==> config.mk <==
export PLATFORM = sky130hd
export DESIGN_NAME = hex_keypad_scanner
export DESIGN_NICKNAME = d
export VERILOG_FILES = /design/src/rtl/hex_keypad_pkg.sv /design/src/rtl/keypad_row_sync.sv /design/src/rtl/hex_keypad_scanner.sv
export SDC_FILE = /design/constraint.sdc
export NUM_CORES = 1
export LEC_CHECK = 0
export ABC_AREA = 1
export ABC_CLOCK_PERIOD_IN_PS = 5700
export CAP_MARGIN = 25
export CORE_MARGIN = 4
export CORE_UTILIZATION = 47
export CTS_CLUSTER_DIAMETER = 30
export DETAILED_ROUTE_END_ITERATION = 10
export PLACE_DENSITY = 0.67
export SKIP_LAST_GASP = 1
export SLEW_MARGIN = 10
export SYNTH_ARGS = -nofsm -noshare
export SYNTH_HDL_FRONTEND = slang
export SYNTH_SLANG_ARGS = --single-unit
==> constraint.sdc <==
create_clock -name clk -period 5.7 [get_ports clk]
set_clock_uncertainty 0.2 [all_clocks]
set_input_delay 1.71 -clock clk [delete_from_list [all_inputs] [get_ports clk]]
set_output_delay 1.71 -clock clk [all_outputs]
set_load 0.03 [all_outputs]
==> src/rtl/hex_keypad_pkg.sv <==
// Shared types, constants and small helpers for the hex keypad scanner.
package hex_keypad_pkg;

  typedef enum logic [1:0] {
    ST_SCAN     = 2'd0,
    ST_DEBOUNCE = 2'd1,
    ST_HELD     = 2'd2
  } state_e;

  localparam int unsigned DEFAULT_SCAN_DIV = 4;
  localparam int unsigned DEFAULT_DEBOUNCE = 8;
  localparam logic [3:0]  COL_RESET        = 4'b0001;

  // Index of the lowest asserted row; lower rows win when several share a column.
  function automatic logic [1:0] lowest_row(input logic [3:0] rows);
    logic [1:0] idx;
    idx = 2'd0;
    for (int i = 3; i >= 0; i--) begin
      if (rows[i]) idx = 2'(i);
    end
    return idx;
  endfunction

  // Binary index of a one-hot column strobe.
  function automatic logic [1:0] col_index(input logic [3:0] col);
    logic [1:0] idx;
    idx = 2'd0;
    for (int i = 0; i < 4; i++) begin
      if (col[i]) idx = 2'(i);
    end
    return idx;
  endfunction

  // Next column in scan order: 0001 -> 0010 -> 0100 -> 1000 -> 0001.
  function automatic logic [3:0] rotate_col(input logic [3:0] col);
    return {col[2:0], col[3]};
  endfunction

endpackage

==> src/rtl/keypad_row_sync.sv <==
// Two-flop synchronizer bringing the asynchronous row sense lines into clk.
module keypad_row_sync (
  input  logic       clk,
  input  logic       rst,
  input  logic [3:0] row,
  output logic [3:0] row_s
);

  logic [3:0] r_meta;
  logic [3:0] r_sync;

  // Two-stage capture of the row lines, cleared on reset.
  always_ff @(posedge clk) begin
    if (rst) begin
      r_meta <= 4'h0;
      r_sync <= 4'h0;
    end else begin
      r_meta <= row;
      r_sync <= r_meta;
    end
  end

  assign row_s = r_sync;

endmodule

==> src/rtl/hex_keypad_scanner.sv <==
// 4x4 hex keypad scanner: column strobing, row sampling, press/release debounce.
module hex_keypad_scanner
  import hex_keypad_pkg::*;
#(
  parameter int unsigned SCAN_DIV = DEFAULT_SCAN_DIV,
  parameter int unsigned DEBOUNCE = DEFAULT_DEBOUNCE
) (
  input  logic       clk,
  input  logic       rst,
  input  logic [3:0] row,
  output logic [3:0] col,
  output logic [3:0] code,
  output logic       valid
);

  localparam int unsigned DIV_W     = $clog2(SCAN_DIV);
  localparam logic [DIV_W-1:0] DIV_LAST  = DIV_W'(SCAN_DIV - 1);
  localparam logic [7:0]       DB_TARGET = 8'(DEBOUNCE);

  logic [3:0] w_row_s;
  logic       w_sample;
  logic [7:0] w_cnt_inc;

  state_e           r_state;
  logic [DIV_W-1:0] r_div;
  logic [7:0]       r_cnt;
  logic [3:0]       r_col;
  logic [3:0]       r_code;
  logic             r_valid;
  logic [3:0]       r_cand;
  logic [3:0]       r_pattern;

  keypad_row_sync u_row_sync (
    .clk   (clk),
    .rst   (rst),
    .row   (row),
    .row_s (w_row_s)
  );

  // Rows are only trusted on the last cycle of a column window, after the synchronizer settles.
  assign w_sample  = (r_div == DIV_LAST);
  assign w_cnt_inc = (r_cnt == DB_TARGET) ? r_cnt : r_cnt + 8'd1;

  // Scan / debounce / held controller with registered outputs.
  always_ff @(posedge clk) begin
    if (rst) begin
      r_state   <= ST_SCAN;
      r_div     <= '0;
      r_cnt     <= 8'd0;
      r_col     <= COL_RESET;
      r_code    <= 4'h0;
      r_valid   <= 1'b0;
      r_cand    <= 4'h0;
      r_pattern <= 4'h0;
    end else begin
      r_valid <= 1'b0;
      case (r_state)
        ST_SCAN: begin
          if (w_sample) begin
            r_div <= '0;
            if (w_row_s == 4'h0) begin
              r_col <= rotate_col(r_col);
            end else begin
              r_cand    <= {lowest_row(w_row_s), col_index(r_col)};
              r_pattern <= w_row_s;
              r_cnt     <= 8'd0;
              r_state   <= ST_DEBOUNCE;
            end
          end else begin
            r_div <= r_div + DIV_W'(1);
          end
        end
        ST_DEBOUNCE: begin
          if (w_row_s == r_pattern) begin
            if (w_cnt_inc == DB_TARGET) begin
              r_code  <= r_cand;
              r_valid <= 1'b1;
              r_cnt   <= 8'd0;
              r_state <= ST_HELD;
            end else begin
              r_cnt <= w_cnt_inc;
            end
          end else begin
            // Bounce or release before acceptance: drop the candidate and move on.
            r_col   <= rotate_col(r_col);
            r_div   <= '0;
            r_state <= ST_SCAN;
          end
        end
        ST_HELD: begin
          // Column stays frozen; any activity on it restarts the release count.
          if (w_row_s == 4'h0) begin
            if (w_cnt_inc == DB_TARGET) begin
              r_col   <= COL_RESET;
              r_div   <= '0;
              r_cnt   <= 8'd0;
              r_state <= ST_SCAN;
            end else begin
              r_cnt <= w_cnt_inc;
            end
          end else begin
            r_cnt <= 8'd0;
          end
        end
        default: r_state <= ST_SCAN;
      endcase
    end
  end

  assign col   = r_col;
  assign code  = r_code;
  assign valid = r_valid;

endmodule
==> flow_metrics.env, run 1 <==
export IMPL_grt_antenna_before_repair=0
export IMPL_global_route_usage_total_pct=15.7
export IMPL_critical_path_max_stage_delay_ps=1030
export IMPL_grt_pass1_vias=1461
export IMPL_grt_setup_unrepaired="false"
export IMPL_clk_pin_slew_ps=70
export IMPL_maxCapViolCount=0
export IMPL_multi_input_area_um2=936
export IMPL_synth_area_um2=1860
export IMPL_port_buffers=14
export IMPL_initial_core_util_pct=49.7
export IMPL_cp_cell_sequence="clkdlybuf4s50_1, inv_1, nand3_1, nand2_1"
export IMPL_place_congestion=0.822
export IMPL_global_route_overflow_total=0
export IMPL_synthToLayoutAreaGrowth_pct=17.4
export IMPL_drt_total_wl_um=3650
export IMPL_num_antenna_cells=0
export IMPL_holdCritPathClass="flip-flop to flip-flop"
export IMPL_worstMarginPinSlew_ps=859
export IMPL_postCtsHoldBufs=0
export IMPL_crit_arrival_ps=3450
export IMPL_finalNetCount=306
export IMPL_synth_cell_type_count=22
export IMPL_timing_final_crit_share_pct=60.8
export IMPL_outcome="complete, no violations"
export IMPL_global_route_wire_length_before_repair_um=6400
export IMPL_max_freq_mhz=288
export IMPL_clkSinkCount=37
export IMPL_cts_made_buffers=5
export IMPL_tritoncts="built"
export IMPL_mappedNetlistNets=288
export IMPL_ios=15
export IMPL_required_ps=5680
export IMPL_num_fill_cells=377
export IMPL_critPathCaptureType="flip-flop"
export IMPL_drt_antenna_violating_nets=0
export IMPL_total_leakage_power_uw=0.000996
export IMPL_finish_utilization_pct=58.3
export IMPL_critical_path_n_buffers_inverters=2
export IMPL_h_tree_depth=2
export IMPL_post_dp_hpwl_um=2720
export IMPL_power_total_uw=682
export IMPL_route_detailed_wl_per_inst_um=10.7
export IMPL_slowest_stage="clkdlybuf4s50_1"
export IMPL_stdcell_area_um2=2180
export IMPL_floorplan_rows=22
export IMPL_ys_warn_count=0
export IMPL_proportion_of_synthesized_chip_area_in_sequential_cells_pct=39.8
export IMPL_fin_crit_ps=3470
export IMPL_grt_max_degree=24
export IMPL_synthCells=275
export IMPL_clk_latency_ps=290
export IMPL_path_class="input port to flip-flop"
export IMPL_drtPass1Iterations=4
export IMPL_area_sequential_um2=741
export IMPL_drt_first_iter_violations=82
export IMPL_dr_total_vias=1636
export IMPL_synth_avg_cell_area_um2=6.77
export IMPL_root_buffer="clkbuf_8"
export IMPL_report_final_setup_viol=0
export IMPL_setup_total_negative_slack_ps=0
export IMPL_final_hold_violation_count=0
export IMPL_die_w_um=70.9
export IMPL_die_h_um=70.9
export IMPL_post_place_instance_area_um2=2050
export IMPL_setup_fix_buffers_added_after_clock_tree_synthesis=0
export IMPL_drc=0
export IMPL_route_detailed_vias_per_inst=4.78
export IMPL_floorplan_die_area_um2=5030
export IMPL_post_route_cells_drive_above_1_share_pct=7.14
export IMPL_clock_path_buffers=2
export IMPL_worst_path_max_fanout=23
export IMPL_slew_headroom_pct=42.5
export IMPL_final_worst_hold_slack_ps=206
export IMPL_post_cts_resized_instances=0
export IMPL_pwr_density_cell_nw_per_um2=312
export IMPL_core_footprint_um2=3740
export IMPL_ir_worst_vdd_mv=0.191
export IMPL_setup_worst_path_start_class="input port"
export IMPL_critical_path_top_delay_family="buffers and inverters"
export IMPL_slew_violations=0
export IMPL_yosys_register_bits=37
-- per-stage QoR --
stage               setup WS [ps]  std cells
finish                       2230        342
global route                 2060        342
CTS                          2200        342
detailed placement           1890        334
global placement             1930        334
floorplan                    3180        275
-- synth_stat cells, drive strengths merged --
library cell  number  area [µm²]
nand2             70         270
xor2               6        52.6
inv               46         173
and2               1        6.26
nor2              48         200
a31oi              2        12.5
or2                2        12.5
o21bai             2        15.0
nand3             16        95.1
nor3               1        5.00
o21ai             13        65.1
dfxtp             37         741
a21oi             14        70.1
clkbuf             3        11.3
ha                 7        87.6
nand4              7        43.8
-- power by group --
group	switching, µW	internal, µW	leakage [µW]
registers	12.5	278	0.000301
clock network	90.4	174	0.0000681
logic	79.4	48.2	0.000627
-- flip-flops by register name (all words and copies together) (netlist names) --
| register | count |
|---|---|
| r_cnt | 8 |
| u_row_sync.r_meta | 4 |
| r_pattern | 4 |
| code | 4 |
| valid | 1 |
| r_cand | 4 |
| u_row_sync.row_s | 4 |
| col | 4 |
| r_state | 2 |
| r_div | 2 |
-- cells in the final DEF (no fill, tap or decap), types with 3 or more instances in the layout --
| master | instances |
|---|---|
| a21oi_1 | 14 |
| clkbuf_8 | 5 |
| clkdlybuf4s50_1 | 14 |
| dfxtp_1 | 37 |
| ha_1 | 7 |
| inv_1 | 45 |
| nand2_1 | 67 |
| nand2_2 | 3 |
| nand3_1 | 13 |
| nand3_2 | 3 |
| nand4_1 | 7 |
| nor2_1 | 44 |
| o21ai_0 | 11 |
| xor2_1 | 6 |
-- cells by family (layout without fill, tap and decap cells) --
group                      count (synthesis)  in the layout  synth area share (%)
DFF                                       37             37                  39.8
adders and majority gates                  7              7                  4.71
buffers and inverters                     49             68                  9.89
and+or+nand+nor                          145            145                  34.0
xor gates and xnor gates                   6              6                  2.82
AOI/OAI and AO/OA                         31             31                  8.74
-- routing by layer --
layer	GRT usage, %	wire length [µm]	vias up
met3	4.12	142	6
li1	-	-	885
met1	19.9	1840	726
met2	25.5	1600	19
met4	5.64	62	0
met5	0	0	-
-- worst min-delay path, stage by stage (launching register included) --
cell     delay [ps]
dfxtp_1         300
inv_1            40
nor2_1           30
-- worst paths after layout --
check / to / depth (start not counted) / slack, ps / start
setup / recovery: r_state[1] / 4 / 2230 / rst
hold / removal: u_row_sync.row_s[2] / 2 / 210 / u_row_sync.r_meta[2]
setup reg to reg: r_cnt[4] / 9 / 3580 / r_state[1]
hold reg to reg: u_row_sync.row_s[2] / 2 / 210 / u_row_sync.r_meta[2]
-- layout make-up --
| type | instances | area share (%) |
|---|---|---|
| multi-input combinational | 189 | 42.9 |
| tap | 48 | 2.75 |
| inverter | 46 | 7.91 |
| clock inverter | 3 | 2.98 |
| clock buffer | 5 | 3.15 |
| sequential | 37 | 33.9 |
| timing repair buffer | 14 | 6.42 |
Power figures use the tool's default switching activity.
==> run 2, diff against run 1 <==
- ABC_CLOCK_PERIOD_IN_PS: 5700 -> 2800
- PLACE_DENSITY: 0.67 -> 0.69
- clock period: 5.7 -> 2.8 ns (I/O delays scaled with it)
==> run 2 against run 1 <==
- hold slack lost 5.2 ps
- global-route usage is 0.45 points lower
- combinational power increased by 100%
- non-clock buffer count increased by 1
- register-to-register slack worse by 2900 ps
- die area is the same
- critical path depth fell by 3
==> flow_metrics.env, run 2 (synthesis gave the netlist of run 1 again) <==
export IMPL_ir_worst_vdd_mv=0.279
export IMPL_grt_max_degree=23
export IMPL_post_cts_resized_instances=0
export IMPL_setup_fix_buffers_added_after_clock_tree_synthesis=0
export IMPL_drt_antenna_violating_nets=0
export IMPL_area_sequential_um2=741
export IMPL_ios=15
export IMPL_die_h_um=70.9
export IMPL_initial_core_util_pct=49.7
export IMPL_num_antenna_cells=0
export IMPL_h_tree_depth=2
export IMPL_register_to_register_setup_slack_ps=730
export IMPL_dr_total_vias=1625
export IMPL_report_final_setup_viol=0
export IMPL_timing_critical_path_depth=1
export IMPL_global_route_overflow_total=0
export IMPL_most_common_layout_cells="nand2_1 (67), inv_1 (45), nor2_1 (44)"
export IMPL_crit_arrival_ps=1370
export IMPL_route_detailed_wl_per_inst_um=10.0
export IMPL_numPlacedInstances=335
export IMPL_critical_path_top_delay_family="buffers and inverters"
export IMPL_rr_endpoint="code[1]"
export IMPL_postCtsHoldBufs=0
export IMPL_slew_violations=0
export IMPL_finalNetCount=307
export IMPL_slowest_stage="clkdlybuf4s50_1"
export IMPL_cts_made_buffers=5
export IMPL_floorplan_rows=22
export IMPL_drt_total_wl_um=3440
export IMPL_critical_path_max_stage_delay_ps=690
export IMPL_total_leakage_power_uw=0.000977
export IMPL_global_route_usage_total_pct=15.2
export IMPL_outcome="complete, no violations"
export IMPL_drt_first_iter_violations=81
export IMPL_die_w_um=70.9
export IMPL_core_footprint_um2=3740
export IMPL_worstMarginPinSlew_ps=399
export IMPL_final_worst_hold_slack_ps=201
export IMPL_global_route_wire_length_before_repair_um=6180
export IMPL_route_detailed_vias_per_inst=4.74
export IMPL_maxCapViolCount=0
export IMPL_num_fill_cells=369
export IMPL_required_ps=1760
export IMPL_critical_path_n_buffers_inverters=1
export IMPL_final_hold_violation_count=0
export IMPL_timing_critical_path_to="col[1]"
export IMPL_grt_antenna_before_repair=0
export IMPL_port_buffers=14
export IMPL_post_dp_hpwl_um=2560
export IMPL_setup_total_negative_slack_ps=0
export IMPL_drtPass1Iterations=4
export IMPL_place_congestion=0.791
export IMPL_worst_r2r_path_depth=11
export IMPL_grt_pass1_vias=1444
export IMPL_multi_input_area_um2=936
export IMPL_slew_headroom_pct=73.3
export IMPL_grt_setup_unrepaired="false"
export IMPL_worst_case_setup_slack_after_placement_ps=637
export IMPL_fin_crit_ps=2410
export IMPL_max_freq_mhz=416
export IMPL_critPathCaptureType="primary output"
export IMPL_setup_worst_path_start_class="flip-flop"
export IMPL_final_common_cell="nand2_1"
export IMPL_cp_cell_sequence="clkdlybuf4s50_1"
export IMPL_synthToLayoutAreaGrowth_pct=15.2
export IMPL_post_route_worst_setup_slack_ps=395
export IMPL_path_class="flip-flop to primary output"
export IMPL_drc=0
export IMPL_reg2reg_from="r_cnt[0]"
export IMPL_max_flop_register="r_cnt"
export IMPL_fin_cells=343
export IMPL_root_buffer="clkbuf_8"
export IMPL_clkSinkCount=37
export IMPL_post_route_cells_drive_above_1_share_pct=7.46
export IMPL_pwr_density_cell_nw_per_um2=562
export IMPL_largest_register_ffs=8
export IMPL_floorplan_die_area_um2=5030
export IMPL_holdCritPathClass="flip-flop to flip-flop"
export IMPL_worst_path_max_fanout=4
export IMPL_startpoint="col[1]"
export IMPL_tritoncts="built"
export IMPL_clk_latency_ps=290
export IMPL_timing_final_crit_share_pct=85.9
export IMPL_clk_pin_slew_ps=70
export IMPL_power_total_uw=1210
export IMPL_clock_path_buffers=2
run 2: worst register-to-register path, stage by stage (launching register included):
cell     delay, ps
dfxtp_1        360
inv_1          120
ha_1           180
nand3_2         90
o21ai_0        230
nand3_1        160
nor2_2         150
nand2_2         90
nor2_4         140
inv_2           90
nor2_1         100
nor2_1          50
run 2: layout make-up:
| class | instances | area share, % |
|---|---|---|
| clock buffers | 5 | 3.21 |
| clock inverters | 3 | 0.817 |
| inverters | 46 | 8.06 |
| multi-input cells | 189 | 43.7 |
| flip-flops and latches | 37 | 34.6 |
| well taps | 48 | 2.80 |
| repair buffers | 15 | 6.89 |
run 2: where the power goes:
group / switching, µW / leakage [µW] / internal [µW] / total [µW]
Combinational: 159 / 0.000632 / 98.5 / 257
Sequential: 25.6 / 0.000301 / 565 / 591
Clock: 186 / 0.0000439 / 171 / 357
Total: 370 / 0.000977 / 835 / 1210
run 2: worst min-delay path by stage:
| stage | from | endpoint | slack (ps) | cells past startpoint |
|---|---|---|---|---|
| detailed placement | u_row_sync.r_meta[0] | u_row_sync.row_s[0] | 190 | 2 |
| global route | u_row_sync.r_meta[3] | u_row_sync.row_s[3] | 220 | 2 |
| CTS | u_row_sync.r_meta[1] | u_row_sync.row_s[1] | 200 | 2 |
| global placement | u_row_sync.r_meta[1] | u_row_sync.row_s[1] | 190 | 2 |
| floorplan | u_row_sync.r_meta[0] | u_row_sync.row_s[0] | 190 | 2 |
| finish | u_row_sync.r_meta[0] | u_row_sync.row_s[0] | 200 | 2 |
run 2: routing by layer:
layer	track usage [%]	vias up	part of all wire, %
li1	-	888	-
met1	19.4	708	49
met2	24.1	23	45
met3	4.83	6	4.3
met4	5.43	0	1.5
met5	0	-	0
run 2: per-stage QoR:
step	area [µm²]	utilization [%]
2_1_floorplan	1860	-
4_1_cts	2140	57.3
3_5_place_dp	2060	54.9
3_3_place_gp	2060	54.9
5_1_grt	2140	57.3
6_report	2140	57.3
